### src/rtl/enc_path_sched_pkg.sv
`default_nettype none
// ============================================================================
// Module   : pkg_mlpolar
// Purpose  : Shared multilevel-polar constants, level sizes and FSM encoding.
// Revision : 1.0
// ============================================================================
package pkg_mlpolar;

  localparam int K_LEVELS   = 10;
  localparam int N          = 256;
  localparam int TOTAL_INFO = 1588;
  localparam int LVL_W      = 4;
  localparam int IDX_W      = 8;
  localparam int SYM_W      = 8;
  localparam int KW         = IDX_W + 1;

  typedef enum logic [2:0] {
    IDLE     = 3'd0,
    LOAD     = 3'd1,
    START    = 3'd2,
    WAIT_ENC = 3'd3,
    EMIT     = 3'd4
  } state_t;

  // Info bits carried by each level; the sum must equal TOTAL_INFO.
  function automatic logic [KW-1:0] k_info(input logic [LVL_W-1:0] lvl);
    case (lvl)
      4'd0:    return 9'd12;
      4'd1:    return 9'd40;
      4'd2:    return 9'd96;
      4'd3:    return 9'd150;
      4'd4:    return 9'd200;
      4'd5:    return 9'd220;
      4'd6:    return 9'd230;
      4'd7:    return 9'd240;
      4'd8:    return 9'd144;
      4'd9:    return 9'd256;
      default: return '0;
    endcase
  endfunction

  function automatic logic [LVL_W-1:0] first_lvl();
    logic [LVL_W-1:0] fl;
    logic             found;
    fl    = '0;
    found = 1'b0;
    for (int i = 0; i < K_LEVELS; i++) begin
      if (!found && (k_info(LVL_W'(i)) != '0)) begin
        fl    = LVL_W'(i);
        found = 1'b1;
      end
    end
    return fl;
  endfunction

  // Next level holding info bits; empty levels are skipped.
  function automatic logic [LVL_W-1:0] next_lvl(input logic [LVL_W-1:0] lvl);
    logic [LVL_W-1:0] nxt;
    logic             found;
    nxt   = first_lvl();
    found = 1'b0;
    for (int i = 0; i < K_LEVELS; i++) begin
      if (!found && (i > int'(lvl)) && (k_info(LVL_W'(i)) != '0)) begin
        nxt   = LVL_W'(i);
        found = 1'b1;
      end
    end
    return nxt;
  endfunction

endpackage
`default_nettype wire

### src/rtl/enc_path_sched_lvl_addr_gen.sv
`default_nettype none
// ============================================================================
// Module   : lvl_addr_gen
// Purpose  : Level / bit-index walker for the per-level info buffers.
// Revision : 1.0
// ============================================================================
module lvl_addr_gen
  import pkg_mlpolar::*;
(
  input  logic             clk,
  input  logic             rst_n,
  input  logic             clear,
  input  logic             step,
  output logic [LVL_W-1:0] lvl,
  output logic [IDX_W-1:0] idx
);

  logic [LVL_W-1:0] r_lvl;
  logic [IDX_W-1:0] r_idx;
  logic             w_wrap;

  assign w_wrap = ({1'b0, r_idx} == (k_info(r_lvl) - KW'(1)));

  always_ff @(posedge clk) begin
    if (!rst_n || clear) begin
      r_lvl <= first_lvl();
      r_idx <= '0;
    end else if (step) begin
      if (w_wrap) begin
        r_idx <= '0;
        r_lvl <= next_lvl(r_lvl);
      end else begin
        r_idx <= r_idx + IDX_W'(1);
      end
    end
  end

  assign lvl = r_lvl;
  assign idx = r_idx;

endmodule
`default_nettype wire

### src/rtl/enc_path_sched.sv
`default_nettype none
// ============================================================================
// Module   : enc_path_sched
// Purpose  : Serial info loader, polar-encoder kick-off and PPM column emitter.
// Revision : 1.0
// ============================================================================
module enc_path_sched #(
  parameter int TOTAL_INFO  = pkg_mlpolar::TOTAL_INFO,
  parameter int ENC_TIMEOUT = 15
) (
  input  logic                          clk,
  input  logic                          rst_n,
  input  logic                          info_bit,
  input  logic                          info_valid,
  output logic                          info_ready,
  output logic                          lvl_wr_en,
  output logic [pkg_mlpolar::LVL_W-1:0] lvl_sel,
  output logic [pkg_mlpolar::IDX_W-1:0] lvl_wr_idx,
  output logic                          lvl_wr_bit,
  output logic                          enc_start,
  input  logic                          enc_done,
  output logic [pkg_mlpolar::SYM_W-1:0] sym_idx,
  output logic                          ppm_valid_out,
  input  logic                          ppm_ready_in,
  output logic                          block_done,
  output logic [15:0]                   blk_cnt,
  output logic                          err
);

  import pkg_mlpolar::*;

  localparam int CNT_W = $clog2(TOTAL_INFO + 1);
  localparam int TMO_W = $clog2(ENC_TIMEOUT + 1);

  state_t             r_state;
  logic [CNT_W-1:0]   r_tot_cnt;
  logic [TMO_W-1:0]   r_tmo;
  logic [SYM_W-1:0]   r_sym;
  logic               r_enc_start;
  logic               r_ppm_valid;
  logic               r_block_done;
  logic [15:0]        r_blk_cnt;
  logic               r_err;

  logic               w_ready;
  logic               w_accept;
  logic               w_last;
  logic               w_hs;
  logic [LVL_W-1:0]   w_lvl;
  logic [IDX_W-1:0]   w_idx;

  // The block_done cycle is already IDLE but still belongs to the old block.
  assign w_ready  = rst_n && ((r_state == IDLE) || (r_state == LOAD)) && !r_block_done;
  assign w_accept = w_ready && info_valid;
  assign w_last   = w_accept && (r_tot_cnt == CNT_W'(TOTAL_INFO - 1));
  assign w_hs     = r_ppm_valid && ppm_ready_in;

  lvl_addr_gen u_addr (
    .clk   (clk),
    .rst_n (rst_n),
    .clear (w_last),
    .step  (w_accept),
    .lvl   (w_lvl),
    .idx   (w_idx)
  );

  always_ff @(posedge clk) begin
    if (!rst_n) begin
      r_state      <= IDLE;
      r_tot_cnt    <= '0;
      r_tmo        <= '0;
      r_sym        <= '0;
      r_enc_start  <= 1'b0;
      r_ppm_valid  <= 1'b0;
      r_block_done <= 1'b0;
      r_blk_cnt    <= '0;
      r_err        <= 1'b0;
    end else begin
      r_enc_start  <= 1'b0;
      r_block_done <= 1'b0;
      if (enc_done && (r_state != WAIT_ENC)) begin
        r_err <= 1'b1;
      end
      case (r_state)
        IDLE, LOAD: begin
          if (w_accept) begin
            if (w_last) begin
              r_state     <= START;
              r_tot_cnt   <= '0;
              r_enc_start <= 1'b1;
            end else begin
              r_state   <= LOAD;
              r_tot_cnt <= r_tot_cnt + CNT_W'(1);
            end
          end
        end
        START: begin
          r_state <= WAIT_ENC;
          r_tmo   <= '0;
        end
        WAIT_ENC: begin
          if (enc_done) begin
            r_state     <= EMIT;
            r_sym       <= '0;
            r_ppm_valid <= 1'b1;
          end else if (r_tmo == TMO_W'(ENC_TIMEOUT - 1)) begin
            r_err   <= 1'b1;
            r_state <= IDLE;
          end else begin
            r_tmo <= r_tmo + TMO_W'(1);
          end
        end
        EMIT: begin
          if (w_hs) begin
            if (r_sym == SYM_W'(N - 1)) begin
              r_state      <= IDLE;
              r_sym        <= '0;
              r_ppm_valid  <= 1'b0;
              r_block_done <= 1'b1;
              r_blk_cnt    <= r_blk_cnt + 16'd1;
            end else begin
              r_sym <= r_sym + SYM_W'(1);
            end
          end
        end
        default: begin
          r_state <= IDLE;
        end
      endcase
    end
  end

  assign info_ready    = w_ready;
  assign lvl_wr_en     = w_accept;
  assign lvl_sel       = w_lvl;
  assign lvl_wr_idx    = w_idx;
  assign lvl_wr_bit    = info_bit;
  assign enc_start     = r_enc_start;
  assign sym_idx       = r_sym;
  assign ppm_valid_out = r_ppm_valid;
  assign block_done    = r_block_done;
  assign blk_cnt       = r_blk_cnt;
  assign err           = r_err;

endmodule
`default_nettype wire

### config.mk
export PLATFORM = sky130hd
export DESIGN_NAME = enc_path_sched
export DESIGN_NICKNAME = d
export VERILOG_FILES = /design/src/rtl/enc_path_sched_pkg.sv /design/src/rtl/enc_path_sched_lvl_addr_gen.sv /design/src/rtl/enc_path_sched.sv
export SDC_FILE = /design/constraint.sdc
export NUM_CORES = 1
export LEC_CHECK = 0
export BUFFER_PORTS_ARGS = -buffer_cell sky130_fd_sc_hd__buf_2
export CAP_MARGIN = 20
export CELL_PAD_IN_SITES_DETAIL_PLACEMENT = 0
export CELL_PAD_IN_SITES_GLOBAL_PLACEMENT = 1
export CORE_UTILIZATION = 48
export CTS_BUF_LIST = sky130_fd_sc_hd__clkbuf_2
export DETAILED_ROUTE_END_ITERATION = 6
export GPL_TIMING_DRIVEN = 0
export PLACE_DENSITY_LB_ADDON = 0.2
export SYNTH_ARGS = -nofsm -noshare
export SYNTH_HDL_FRONTEND = slang
export SYNTH_SLANG_ARGS = --single-unit
### constraint.sdc
create_clock -name clk -period 9.1 [get_ports clk]
set_input_delay 0.455 -clock clk [delete_from_list [all_inputs] [get_ports clk]]
set_output_delay 0.455 -clock clk [all_outputs]
set_load 0.005 [all_outputs]
==> flow_metrics.tcl, run 1 <==
set metrics [dict create \
    rsz0062_at_grt "no" \
    reg2reg_slack_ps 5810 \
    required_ps 9500 \
    power_leakage_nw 1.50 \
    grt_pass1_wl_um 11500 \
    hold_path_end "sym_idx[1]" \
    syn_nets 391 \
    cp-end-kind "flop" \
    tns_ps 0 \
    synth_area_leaders "dfxtp_1 (40%), xnor2_1 (7.6%), xor2_1 (4.5%), nor2_1 (3.9%), ha_1 (3.8%)" \
    min_period_ps 3290 \
    drc 0 \
    dr_total_vias 2767 \
    slowest_stage "or4_4" \
    vdd_drop_max_uv 67.7 \
    max_freq_mhz 304 \
    dp_hpwl_um 4840 \
    status "finished clean" \
    arrival_ps 3690 \
    synth_top_area_share_pct 39.7 \
    port_buffers 47 \
    cp_cell_sequence "inv_1 > ha_1 > or3b_4 > or4_4 > a2111oi_4 > o211ai_2 > and2_1 > a21oi_2 > nand2b_1 > ha_1 > inv_1 > o22ai_1" \
    n_fill_cell 625 \
    hold_start "ppm_ready_in" \
    drv_cap 0 \
    post-route-period-util_pct 36.1 \
    worst_hold_path_type "input pin to flop" \
    relSlewSlack_pct 57.9 \
    synth_area_sq_mm 0.00333 \
    layout_common_cells "dfxtp_1 (66), buf_2 (48), nor2_1 (35)" \
    routabilityCongestion 0.827 \
    numClockSinks 66 \
    routed_wirelength_um 6700 \
    ctsResizeCount 0 \
    timing_hold_violations_final 0 \
    clkSlewWorstSetupHoldPaths_ps 180 \
    ys_seq_area_share_pct 39.7 \
    multi_input_area_sq_mm 0.00191 \
    synthFlopType "dfxtp_1" \
    row_count 29 \
    synth-edff-count 0 \
    critPathKind "flop to flop" \
    syn_avg_cell_area_sq_um 8.87 \
    fp.dieH_um 85.3 \
    syn_to_final_growth_pct 13.1 \
    clock_latency_ps 520 \
    async_flop_share_pct 0 \
    grt_pass1_vias 2506 \
    cts_setup_buffers 0 \
    grt_use_total_pct 19.7 \
    cts_root_buf "clkbuf_2" \
    path_delay_family "simple AND/OR/NAND/NOR gates" \
    antennaDiodeCount 0 \
    initial_core_util_pct 50.9 \
    final_common_cell "dfxtp_1" \
    rr_worst_depth 12 \
    synthDistinctLibCells 58 \
    ios 49 \
    postRouteAntennaNets 0 \
    skew_ps 31.8 \
    hold_ws_ps 246 \
    clockBufferDepth 2 \
    worstMarginPinSlew_ps 626 \
    numCtsBuffers 9 \
    ys_seq_elements 66 \
    core_sq_mm 0.00653 \
    seq_area_sq_mm 0.00132 \
    postLayoutCoreUtil_pct 57.6 \
    crit_path_max_fanout 6 \
    synth_cells 375 \
    grt_max_degree 12 \
    slew_violations 0 \
    yosysTopAreaCell "dfxtp_1" \
    yosys_warnings 0 \
    start_kind "flop" \
    vias_per_cell 5.37 \
    drt-initial-drc-count 90 \
    setup_viol 0 \
    nets 449 \
    grt-ovfl-total 0 \
    drive_gt1_share_pct 18.7 \
    wire_per_inst_um 13.0 \
    cts.hold.buffers_added 0 \
    drt_pre_antenna_iters 4 \
    path_buf_inv 2 \
    die_w_um 85.3 \
    dieArea_sq_mm 0.00727 \
    cp_slowest_stage_delay_ps 530 \
    powerDensity_mw_per_mm2 127 \
    holdPathStages 3 \
    cts_max_level 3 \
    tritoncts "yes" \
    antenna_found_initial 0 \
]
## final cells by class
cell class	instances	area share, %
inverter	15	1.50
sequential	66	35.1
clock inverter	7	1.60
timing repair buffer	47	6.25
tap	77	2.56
buffer	8	0.931
clock buffer	9	1.20
multi-input combinational	286	50.9
## cells in the mapped netlist (4+ instances only)
cell      count
a21oi_1      10
nand2b_1      4
ha_1         10
clkbuf_1      4
nor3_1        6
nor2_1       35
nand3_1      19
or3_1         4
xor2_1       17
inv_1        15
and2_1       17
nor2b_1       8
xnor2_1      29
o21ai_0      11
mux2i_1       5
nand2_1      30
nand4_1      19
dfxtp_1      66
o211ai_1      4
and3_1        8
## power breakdown
part	internal, mW	switching (mW)
logic	0.00694	0.0113
clock network	0.0601	0.105
registers	0.291	0.00186
total	0.358	0.119
## cells by family after synthesis
group | Yosys count | share of synthesized area [%]
compound gates | 49 | 10.5
xor+xnor | 46 | 12.1
buf+inv | 23 | 2.75
mux | 7 | 2.26
flops | 66 | 39.7
simple gates | 174 | 28.9
fa+ha+maj | 10 | 3.76
## stage by stage
stage	cells	instance area [sq um]	setup slack, ps	power, mW
6_report	515	3760	5810	0.477
5_1_grt	515	3760	5520	0.496
4_1_cts	515	3760	5800	0.481
3_5_place_dp	499	3660	5740	0.317
3_3_place_gp	499	3660	5710	0.317
2_1_floorplan	375	3330	6150	0.310
## how the worst max path moves through the flow
stage	endpoint	slack (ps)	startpoint	cells past startpoint
after detailed placement	flop	5740	rst_n	12
after global placement	flop	5710	rst_n	12
after global routing	flop	5520	r_state[1]	11
after floorplan	flop	6150	flop	12
final	flop	5810	flop	12
after CTS	flop	5800	flop	12
## metal layers
| metal | GRT usage, % | routed length [um] |
|---|---|---|
| met1 | 25.0 | 3220 |
| met2 | 32.6 | 3160 |
| met3 | 4.77 | 219 |
| met4 | 7.42 | 91 |
| met5 | 0 | 0 |
## tightest hold or removal path: stages
cell	delay, ps
buf_2	130
nand4_1	80
a21boi_0	70
Note: power is estimated with default switching activity, not from simulation.
==> run 2: changes to the inputs <==
CORE_UTILIZATION = 45   (was 48)
clock period = 3.2 ns   (was 9.1 ns; I/O delays follow)
==> run 2 against run 1 <==
Net effect: worst hold slack lost 130 ps; sequential power grew to 2.8 times the previous value; global-route usage shrank 1.1 points; clock skew shrank 3.0 ps; cell area grew 3.2%; via count grew 0.43%; combinational power grew to 3.0 times the previous value.
==> flow_metrics.tcl, run 2 (synthesis gave the netlist of run 1 again) <==
set metrics [dict create \
    vdd_drop_max_uv 191 \
    slew_violations 0 \
    cts_max_level 3 \
    relSlewSlack_pct 56.3 \
    powerDensity_mw_per_mm2 323 \
    slowest_stage "or4_4" \
    clockBufferDepth 2 \
    power.switching_mw 0.321 \
    routabilityCongestion 0.825 \
    cts_root_buf "clkbuf_2" \
    vias_per_cell 5.17 \
    multi_input_area_sq_mm 0.00199 \
    preCtsSetupSlack_ps -114 \
    p_sw_share_pct 25.6 \
    dieArea_sq_mm 0.00774 \
    tritoncts "yes" \
    ios 49 \
    die_w_um 88.0 \
    tns_ps 0 \
    dp_hpwl_um 4920 \
    grt_use_total_pct 18.6 \
    initial_core_util_pct 47.7 \
    cp_slowest_stage_delay_ps 470 \
    combPwrFrac_pct 4.3 \
    required_ps 3600 \
    max_freq_mhz 329 \
    wire_per_inst_um 12.8 \
    seq_area_sq_mm 0.00133 \
    postLayoutCoreUtil_pct 55.6 \
    drt_pre_antenna_iters 6 \
    layout_common_cells "dfxtp_1 (64), buf_2 (49), nor2_1 (35)" \
    stdcell_area_sq_mm 0.00388 \
    status "finished clean" \
    drc 0 \
    worstMarginPinSlew_ps 651 \
    nets 456 \
    worst_hold_path_type "input pin to flop" \
    grt_pass1_vias 2523 \
    final_common_cell "dfxtp_1" \
    drt-initial-drc-count 56 \
    critPathKind "flop to flop" \
    grt-ovfl-total 0 \
    finalPower_mw 1.25 \
    timing_hold_violations_final 0 \
    clkSlewWorstSetupHoldPaths_ps 150 \
    pwr-share-clk_pct 29.3 \
    p_int_mw 0.933 \
    syn_to_final_growth_pct 16.7 \
    reg2reg_slack_ps 160 \
    fp.dieH_um 88.0 \
    start_kind "flop" \
    cp-end-kind "flop" \
    row_count 30 \
    core_sq_mm 0.00698 \
    antennaDiodeCount 0 \
    cp_cell_sequence "inv_1 > ha_1 > or3b_4 > or4_4 > a2111oi_4 > o211ai_4 > o21ai_2 > a21oi_4 > nand2b_4 > ha_4 > mux2i_1" \
    setup_viol 0 \
    drv_cap 0 \
    arrival_ps 3440 \
    min_period_ps 3040 \
    dpl_cell_area_sq_mm 0.00368 \
    crit_path_max_fanout 6 \
    port_buffers 47 \
    skew_ps 28.7 \
    rr_worst_depth 11 \
    clock_latency_ps 490 \
    grt_pass1_wl_um 11200 \
    dr_total_vias 2779 \
    rsz0062_at_grt "no" \
    antenna_found_initial 0 \
    routed_wirelength_um 6870 \
    postRouteAntennaNets 0 \
    p_seq_share_pct 66.4 \
    drive_gt1_share_pct 21.0 \
    n_fill_cell 732 \
    post-route-period-util_pct 94.9 \
    numClockSinks 66 \
    grt_max_degree 11 \
    numCtsBuffers 9 \
    power_leakage_nw 1.54 \
    setup_slack_ps 164 \
]
run 2: worst min path at each step:
stage,startpoint,end,slack [ps],cells past startpoint
6_report,enc_done,err,110,4
5_1_grt,enc_done,err,90,4
4_1_cts,enc_done,err,60,4
3_5_place_dp,info_bit,lvl_wr_bit,490,2
3_3_place_gp,info_bit,lvl_wr_bit,490,2
2_1_floorplan,ppm_ready_in,sym_idx[1],340,2
run 2: worst max-delay path, delay by kind of cell (launching register included):
family | cells | cell delay (ps)
buf+inv | 1 | 60
simple gates | 3 | 1030
compound gates | 4 | 880
flops | 1 | 390
mux | 1 | 170
fa+ha+maj | 2 | 450
run 2: power groups by stage:
stage	logic (mW)	clock network, mW	registers (mW)
2_1_floorplan	0.0334	0	0.849
3_3_place_gp	0.0523	0	0.850
3_5_place_dp	0.0530	0	0.851
4_1_cts	0.0543	0.386	0.834
5_1_grt	0.0606	0.409	0.834
6_report	0.0542	0.367	0.832
run 2: final cells by class:
cell class              instances  share of cell area, %
clock buffers                   9                   1.16
repair buffers                 54                   7.47
flip-flops and latches         66                   34.1
clock inverters                 4                  0.580
well taps                      96                   3.09
plain buffers                   8                  0.934
inverters                      15                   1.45
multi-input cells             286                   51.2
run 2: repair_timing:
item | in CTS | in global routing
pin swaps | 0 | 6
buffers inserted | 2 | 4
endpoints found under the hold margin | 1 | 0
setup endpoints to repair | 6 | 6
resized for setup | 2 | 12
hold buffers | 1 | 0
gates cloned | 0 | 0
run 2: layer usage:
metal	GRT usage, %	share of wire, %	vias up
li1	-	-	1444
met1	23.8	49	1292
met2	30.5	48	33
met3	3.30	2.2	10
met4	8.49	1.2	0
met5	0	0	-
run 2: stage by stage:
stage | instances | hold WS [ps]
floorplan | 375 | 340
global placement | 518 | 488
detailed placement | 518 | 490
CTS | 534 | 60.4
global route | 538 | 86.6
finish | 538 | 113
